==> src/rtl/lcd1602_driver.sv <==
// HD44780 16x2 write-only driver: power-on wait and init command list, then an
// endless refresh of both lines from row1/row2 snapshots taken once per frame.
module lcd1602_driver #(
  parameter int POWERON_CYC = 200000,
  parameter int EN_CYC      = 5,
  parameter int WAIT_CYC    = 500,
  parameter int CLEAR_CYC   = 20000
) (
  input  logic         clk,
  input  logic         nRst,
  input  logic [127:0] row1,
  input  logic [127:0] row2,
  output logic         lcd_en,
  output logic         lcd_rs,
  output logic         lcd_rw,
  output logic [7:0]   lcd_data,
  output logic         init_done,
  output logic         frame_done
);
  localparam int MAX_A = (POWERON_CYC > CLEAR_CYC) ? POWERON_CYC : CLEAR_CYC;
  localparam int MAX_C = (MAX_A > WAIT_CYC) ? MAX_A : WAIT_CYC;
  localparam int CW    = $clog2(MAX_C + 1);

  typedef enum logic [2:0] {POWERON, INIT, L1_ADDR, L1_CHAR, L2_ADDR, L2_CHAR} state_e;
  typedef enum logic [1:0] {SETUP, PULSE, HOLD} phase_e;

  state_e        st_q, st_d;
  phase_e        ph_q, ph_d;
  logic [CW-1:0] cnt_q, cnt_d, hold_last;
  logic [3:0]    idx_q, idx_d, idx_inc;
  logic [6:0]    sel_inc;
  logic [127:0]  snap1_q, snap1_d, snap2_q, snap2_d;
  logic [7:0]    data_q, data_d;
  logic          en_q, en_d, rs_q, rs_d;
  logic          init_done_q, init_done_d, frame_done_q, frame_done_d;

  function automatic logic [7:0] init_cmd(input logic [1:0] i);
    case (i)
      2'd0:    init_cmd = 8'h38;
      2'd1:    init_cmd = 8'h0C;
      2'd2:    init_cmd = 8'h06;
      default: init_cmd = 8'h01;
    endcase
  endfunction

  // Column c of a row lives at bits [127-8c -: 8]; 15-c is just ~c for 4 bits.
  assign idx_inc   = idx_q + 4'd1;
  assign sel_inc   = {~idx_inc, 3'b000};
  assign hold_last = (!rs_q && data_q == 8'h01) ? CW'(CLEAR_CYC - 1) : CW'(WAIT_CYC - 1);

  always_comb begin
    st_d        = st_q;
    ph_d        = ph_q;
    cnt_d       = cnt_q;
    idx_d       = idx_q;
    snap1_d     = snap1_q;
    snap2_d     = snap2_q;
    data_d      = data_q;
    en_d        = en_q;
    rs_d        = rs_q;
    init_done_d = init_done_q;
    if (st_q == POWERON) begin
      if (cnt_q == CW'(POWERON_CYC - 1)) begin
        st_d   = INIT;
        ph_d   = SETUP;
        cnt_d  = '0;
        idx_d  = '0;
        rs_d   = 1'b0;
        data_d = 8'h38;
      end else begin
        cnt_d = cnt_q + CW'(1);
      end
    end else begin
      case (ph_q)
        SETUP: begin
          ph_d  = PULSE;
          en_d  = 1'b1;
          cnt_d = '0;
          if (st_q == L1_ADDR) begin
            snap1_d = row1;
            snap2_d = row2;
          end
        end
        PULSE: begin
          if (cnt_q == CW'(EN_CYC - 1)) begin
            ph_d  = HOLD;
            en_d  = 1'b0;
            cnt_d = '0;
          end else begin
            cnt_d = cnt_q + CW'(1);
          end
        end
        default: begin
          if (cnt_q != hold_last) begin
            cnt_d = cnt_q + CW'(1);
          end else begin
            ph_d  = SETUP;
            cnt_d = '0;
            case (st_q)
              INIT: begin
                if (idx_q == 4'd3) begin
                  st_d        = L1_ADDR;
                  rs_d        = 1'b0;
                  data_d      = 8'h80;
                  init_done_d = 1'b1;
                end else begin
                  idx_d  = idx_inc;
                  data_d = init_cmd(idx_inc[1:0]);
                end
              end
              L1_ADDR: begin
                st_d   = L1_CHAR;
                idx_d  = '0;
                rs_d   = 1'b1;
                data_d = snap1_q[127:120];
              end
              L1_CHAR: begin
                if (idx_q == 4'd15) begin
                  st_d   = L2_ADDR;
                  rs_d   = 1'b0;
                  data_d = 8'hC0;
                end else begin
                  idx_d  = idx_inc;
                  data_d = snap1_q[sel_inc +: 8];
                end
              end
              L2_ADDR: begin
                st_d   = L2_CHAR;
                idx_d  = '0;
                rs_d   = 1'b1;
                data_d = snap2_q[127:120];
              end
              L2_CHAR: begin
                if (idx_q == 4'd15) begin
                  st_d   = L1_ADDR;
                  rs_d   = 1'b0;
                  data_d = 8'h80;
                end else begin
                  idx_d  = idx_inc;
                  data_d = snap2_q[sel_inc +: 8];
                end
              end
              default: st_d = POWERON;
            endcase
          end
        end
      endcase
    end
    // Registered pulse lands on the final HOLD cycle of the last line-2 char.
    frame_done_d = (st_d == L2_CHAR) && (idx_d == 4'd15) && (ph_d == HOLD) &&
                   (cnt_d == CW'(WAIT_CYC - 1));
  end

  always_ff @(posedge clk or negedge nRst) begin
    if (!nRst) begin
      st_q         <= POWERON;
      ph_q         <= SETUP;
      cnt_q        <= '0;
      idx_q        <= '0;
      snap1_q      <= {16{8'h20}};
      snap2_q      <= {16{8'h20}};
      data_q       <= 8'h00;
      en_q         <= 1'b0;
      rs_q         <= 1'b0;
      init_done_q  <= 1'b0;
      frame_done_q <= 1'b0;
    end else begin
      st_q         <= st_d;
      ph_q         <= ph_d;
      cnt_q        <= cnt_d;
      idx_q        <= idx_d;
      snap1_q      <= snap1_d;
      snap2_q      <= snap2_d;
      data_q       <= data_d;
      en_q         <= en_d;
      rs_q         <= rs_d;
      init_done_q  <= init_done_d;
      frame_done_q <= frame_done_d;
    end
  end

  assign lcd_en     = en_q;
  assign lcd_rs     = rs_q;
  assign lcd_rw     = 1'b0;
  assign lcd_data   = data_q;
  assign init_done  = init_done_q;
  assign frame_done = frame_done_q;
endmodule
==> config.mk <==
export PLATFORM = sky130hd
export DESIGN_NAME = lcd1602_driver
export DESIGN_NICKNAME = d
export VERILOG_FILES = /design/src/rtl/lcd1602_driver.sv
export SDC_FILE = /design/constraint.sdc
export NUM_CORES = 1
export LEC_CHECK = 0
export BUFFER_PORTS_ARGS = -buffer_cell sky130_fd_sc_hd__buf_4
export CELL_PAD_IN_SITES_DETAIL_PLACEMENT = 1
export CELL_PAD_IN_SITES_GLOBAL_PLACEMENT = 1
export CORE_ASPECT_RATIO = 0.9
export CORE_MARGIN = 3
export CORE_UTILIZATION = 40
export DETAILED_ROUTE_END_ITERATION = 12
export PLACE_DENSITY = 0.82
export SYNTH_ARGS = -nofsm -noshare
export SYNTH_HDL_FRONTEND = slang
export SYNTH_SLANG_ARGS = --single-unit
==> constraint.sdc <==
create_clock -name clk -period 6.5 [get_ports clk]
set_clock_uncertainty 0.1 [all_clocks]
set_input_delay 0.65 -clock clk [delete_from_list [all_inputs] [get_ports clk]]
set_output_delay 0.65 -clock clk [all_outputs]
set_load 0.01 [all_outputs]
=== After elaboration in Yosys (flattened, before gate mapping) ===
Index checks and enable logic that the tools add are counted.

* Add/subtract/negate cells: 2
* Equality and inequality tests: 24
* Shift operators: 2
* Multiplexer cells: 44
* Bitwise logic cells: 4
* Reductions and logical operators: 19

{| class="wikitable"
|+ Operator list
! kind !! count
|-
| variable part select 128 x 8 -> 8 bit || 2
|-
| two-way mux 18 bit || 4
|-
| two-way mux 8 bit || 7
|-
| one-hot mux 8 bit (5 select lines) || 1
|-
| one-hot mux 18 bit (2 select lines) || 1
|-
| two-way mux 4 bit || 6
|-
| two-way mux 3 bit || 7
|-
| adder 18 x 1 -> 18 bit (second input constant) || 1
|-
| == test 18 bit (second input constant) || 1
|-
| == test 18 x 3 -> 1 bit (second input constant) || 1
|-
| == test 18 x 9 -> 1 bit (second input constant) || 1
|-
| != test 18 x 15 -> 1 bit || 1
|-
| one-hot mux 6 bit (3 select lines) || 1
|-
| two-way mux 15 bit || 1
|-
| one-hot mux 3 bit (5 select lines) || 1
|-
| one-hot mux 4 bit (3 select lines) || 1
|-
| == test 3 bit (second input constant) || 3
|-
| == test 4 bit (second input constant) || 2
|-
| == test 8 x 1 -> 1 bit (second input constant) || 1
|-
| two-way mux 2 bit || 4
|-
| two-way mux 1 bit || 7
|-
| == test 3 x 2 -> 1 bit (second input constant) || 2
|-
| AND reduction 3 bit || 2
|-
| AND reduction 6 bit || 1
|-
| other kinds (24) || 36
|}

* Bits in registers: 295
* Input bits: 258
* Output and inout bits: 13
* Logic and storage cells: 106

=== Logic depth before layout (Yosys ltp) ===
* Depth after elaboration: 11
* Depth in mapped cells: 14
* Gate-level depth less buffers: 8

=== Least setup slack after synthesis ===
No wires, ideal clock.

* Path type: reg-to-reg
* Start point: register idx_q[0]
* End point: register data_q[4], in the netlist lcd_data[4]
* Setup time: 0.126 ns
* Arrival time: 3.486 ns
* Required time: 6.274 ns
* Slack: 2.788 ns
* Stages on the path, launching flop included: 15
* Buffers on the path: 7
* Clock period less this slack: 3.712 ns
* Cells stage by stage: dfrtp_1 > clkbuf_1 > buf_2 > buf_6 > buf_6 > inv_1 > ha_1 > buf_1 > buf_1 > buf_1 > mux4_2 > mux2i_1 > o22ai_1 > o21ai_0 > a21oi_1

* Word-level cells in the longest chain between the ends: 8
* Elaborated cells on any way between the ends: 17
* Classes of those cells: 1 x add/sub; 4 x eq/ne; 2 x shift; 8 x mux; 1 x bitwise; 1 x reduce/logical

{| class="wikitable"
|+ Ends and longest elaborated chain
! item !! line !! source
|-
| start, declared || 30 || <nowiki>logic [3:0] idx_q, idx_d, idx_inc;</nowiki>
|-
| start signal, assigned || 171 || <nowiki>idx_q <= idx_d;</nowiki>
|-
| adder 4 x 1 -> 4 bit || 47 || <nowiki>assign idx_inc = idx_q + 4'd1;</nowiki>
|-
| NOT 4 bit, or another cell as far along || 48 || <nowiki>assign sel_inc = {~idx_inc, 3'b000};</nowiki>
|-
| variable part select 128 x 8 -> 8 bit, or another cell as far along || 140 || <nowiki>data_d = snap2_q[sel_inc +: 8];</nowiki>
|-
| two-way mux 8 bit, on equally long branches || 134, 101, 118 ||
|-
| one-hot mux 8 bit (5 select lines) * || 99 || <nowiki>case (st_q)</nowiki>
|-
| two-way mux 8 bit * || 94 || <nowiki>if (cnt_q != hold_last) begin</nowiki>
|-
| two-way mux 8 bit * || 74 || <nowiki>case (ph_q)</nowiki>
|-
| two-way mux 8 bit * || 62 || <nowiki>if (st_q == POWERON) begin</nowiki>
|-
| end signal, assigned || 174 || <nowiki>data_q <= data_d;</nowiki>
|-
| end, declared || 33 || <nowiki>logic [7:0] data_q, data_d;</nowiki>
|}

Mark *: on every way between the ends. The rest lies on a longest branch, timed or not. The select of a mux whose other input is x is not followed.
A chain may end at the register's enable or synchronous reset.

=== Worst setup path in the final report ===
* Start point: register idx_q[0]
* End point: register data_q[2], in the netlist lcd_data[2]

Same word-level chain as after synthesis.

==> flow_metrics.tcl <==
set metrics [dict create \
    cts_setup_buffers 0 \
    nets 1537 \
    gp_congestion 0.8965 \
    pwr-share-comb_pct 7.1 \
    rsz0062_at_grt "no" \
    synth_nets 1296 \
    synth_edf_count 0 \
    startpoint_type "flop" \
    crit_buf_inv 1 \
    tritoncts.num_buffers 35 \
    pre_cts_ws_ns 2.585 \
    period_share_pct 60.67 \
    start_util_pct 40.74 \
    critPathArrivalTime_ns 4.28 \
    leakage_nw 7.688 \
    port_buffers 269 \
    dr_total_vias 9915 \
    grt_pass1_wl_um 68790 \
    drc_errors 0 \
    cp_cell_sequence "inv_1, ha_4, mux4_2, nor2b_1, a211oi_1, a211oi_1, a211oi_1, o31ai_1" \
    p_seq_share_pct 46.7 \
    p_sw_w 0.0009785 \
    drt_iter0_drc 502 \
    crit_family "adder cells" \
    avgSynthCellArea_um2 13.92 \
    clk_pin_slew_ns 0.06 \
    powerDensity_nw_per_um2 237.2 \
    die_height_um 185.9 \
    cts_tree "yes" \
    firstDrtPassIters 4 \
    slew_headroom_pct 14.60 \
    first_global_vias 11210 \
    final_cell_mix "buf_4, dfrtp_1, mux2_2" \
    clock_sink_count 295 \
    syn-cell-area_um2 14380 \
    core_um2 35300 \
    nFillCells 3575 \
    cp-end-kind "flop" \
    slowest_stage "ha_4" \
    ctsHtreeMaxLevel 2 \
    cpPeakStageDelay_ns 1.03 \
    hold_buffers 0 \
    final_common_cell "buf_4" \
    worst_pin_slew_ns 1.279 \
    setup_viol 0 \
    critPathMaxFanout 67 \
    netSwitchingFraction_pct 23.06 \
    ant_nets 0 \
    dp_hpwl_um 31270 \
    ys_ff_latch 295 \
    core.rowCount 65 \
    synthesis.instances 1033 \
    slew_viol_final 0 \
    fp.dieW_um 205.9 \
    seq_area_frac_synth_pct 51.61 \
    wire_per_inst_um 25.57 \
    worstPathRequired_ns 6.83 \
    timing.rr.start "idx_q[0]" \
    power_frac_clock_pct 46.3 \
    drv_cap 0 \
    r2r-end "lcd_data[2]" \
    async_reset_ff_share_pct 100.0 \
    fmax_mhz 253.6 \
    period_needed_ns 3.944 \
    via_per_inst 5.592 \
    grt_start_max_net_pins 128 \
    clockBufferDepth 3 \
    yosys_warnings 0 \
    cts-root-buf "clkbuf_16" \
    postLayoutCellArea_um2 17880 \
    drt_wl_total_um 45330 \
    setup_tns_ns 0 \
    synthFlopType "dfrtp_1" \
    synth.distinct_cells 70 \
    syn_to_final_growth_pct 24.36 \
    min_path_type "input port to async pin" \
    path_class "flop to flop" \
    power.internal_w 0.003264 \
    grtUsageTotal_pct 23.78 \
    rrSetupSlack_ns 2.56 \
    status "finished clean" \
    die-area_um2 38270 \
    antenna_found_initial 8 \
    cts_resized 0 \
    cp_common_cell "a211oi_1" \
    io_pins 271 \
    hold_violations 0 \
    drive_gt1_share_pct 54.54 \
    fin_util_pct 50.67 \
    reg2regPathDepth 8 \
    gr-total-overflow 0 \
    fin_ws_ns 2.556 \
    clock_latency_ns 0.53 \
    place_area_um2 16730 \
    power_w 0.004243 \
    ir_worst_vdd_mv 0.2064 \
]
-- final cells by class --
class	count	area (um2)	share of cell area, %
antenna	4	10.01	0.05597
inverter	15	56.30	0.3148
multi-input combinational	649	6554	36.64
sequential	295	7426	41.52
clock inverter	11	115.1	0.6436
tap	469	586.8	3.281
clock buffer	52	1030	5.758
timing repair buffer	278	2107	11.78
-- routing by layer --
metal | vias up | wire length (um) | GRT usage [%]
met1 | 5209 | 17820 | 29.21
met5 | - | 80 | 0
met3 | 77 | 3180 | 7.152
met2 | 290 | 23010 | 41.07
met4 | 8 | 1234 | 6.433
li1 | 4331 | - | -
-- worst max-delay path by stage --
stage	from	end	slack [ns]	cells after the start
4_1_cts	idx_q[0]	lcd_data[3]	2.47	8
6_report	idx_q[0]	lcd_data[2]	2.56	8
3_3_place_gp	idx_q[0]	lcd_data[6]	2.69	6
5_1_grt	idx_q[0]	lcd_data[3]	2.25	9
2_1_floorplan	idx_q[0]	lcd_data[4]	2.79	14
3_5_place_dp	idx_q[0]	lcd_data[2]	2.59	8
-- synth_stat cells (all sizes together), types with 2 or more instances --
| library cell | n | area (um2) |
|---|---|---|
| nand2 | 33 | 123.9 |
| mux4 | 65 | 1464 |
| o21bai | 2 | 15.01 |
| mux2i | 24 | 240.2 |
| nor2b | 11 | 68.82 |
| bufbuf | 2 | 65.06 |
| a32oi | 2 | 17.52 |
| nor3b | 2 | 15.01 |
| o211ai | 3 | 22.52 |
| or4b | 2 | 27.53 |
| a31oi | 5 | 31.28 |
| buf | 19 | 115.1 |
| inv | 15 | 56.30 |
| mux2 | 259 | 2920 |
| and4 | 3 | 26.28 |
| nor4b | 4 | 41.29 |
| and3 | 9 | 57.56 |
| nor2 | 45 | 168.9 |
| nand4 | 9 | 62.56 |
| o22ai | 2 | 12.51 |
| o31ai | 6 | 45.04 |
| o221ai | 6 | 52.55 |
| a211oi | 21 | 157.7 |
| o21ai | 25 | 125.1 |
| nor4 | 9 | 71.32 |
| clkbuf | 52 | 215.2 |
| nand3 | 16 | 80.08 |
| dfrtp | 263 | 6581 |
| o21a | 2 | 15.01 |
| a22oi | 6 | 45.04 |
| or3 | 6 | 40.03 |
| dfstp | 32 | 840.8 |
| nand3b | 2 | 15.01 |
| xor2 | 9 | 78.83 |
| xnor2 | 11 | 96.34 |
| nor3 | 14 | 70.07 |
| and2 | 6 | 41.29 |
| ha | 5 | 62.56 |
| or4 | 2 | 16.27 |
| a21oi | 9 | 48.80 |
-- worst register-to-register path, stage by stage, from the launching register on --
cell,delay (ns)
dfrtp_4,0.96
inv_1,0.20
ha_4,1.03
mux4_2,0.45
nor2b_1,0.23
a211oi_1,0.08
a211oi_1,0.44
a211oi_1,0.11
o31ai_1,0.25
-- through the flow --
step,hold slack (ns),instances
global route,0.2120,1772
detailed placement,0.3727,1706
global placement,0.3767,1706
floorplan,0.2544,1033
finish,0.1244,1773
CTS,0.1789,1769
-- registers in the layout, indices dropped and copies added, names as in the netlist --
register,cells
lcd_data,8
snap2_q,128
st_q,3
idx_q,4
init_done,1
lcd_en,1
ph_q,2
snap1_q,128
lcd_rs,1
frame_done,1
cnt_q,18
-- power by group through the flow --
stage / registers [W] / logic [W] / clock network (W)
floorplan: 0.00198 / 0.000108 / 0
global placement: 0.00200 / 0.000285 / 0
detailed placement: 0.00201 / 0.000297 / 0
CTS: 0.00198 / 0.000305 / 0.00201
global route: 0.00199 / 0.000325 / 0.00209
finish: 0.00198 / 0.000299 / 0.00196
-- kinds of logic (layout without fill, tap and decap cells) --
| kind of cell | Yosys count | in the layout | synth area share, % |
|---|---|---|---|
| xor gates and xnor gates | 20 | 20 | 1.218 |
| muxes | 348 | 348 | 32.16 |
| and+or+nand+nor | 175 | 175 | 6.551 |
| buffers and inverters | 89 | 356 | 3.219 |
| DFF | 295 | 295 | 51.61 |
| AOI/OAI and AO/OA | 100 | 100 | 4.785 |
| adders and majority gates | 5 | 5 | 0.4350 |
| other | 1 | 5 | 0.02608 |
No activity file was read; power rests on OpenSTA's default activity.
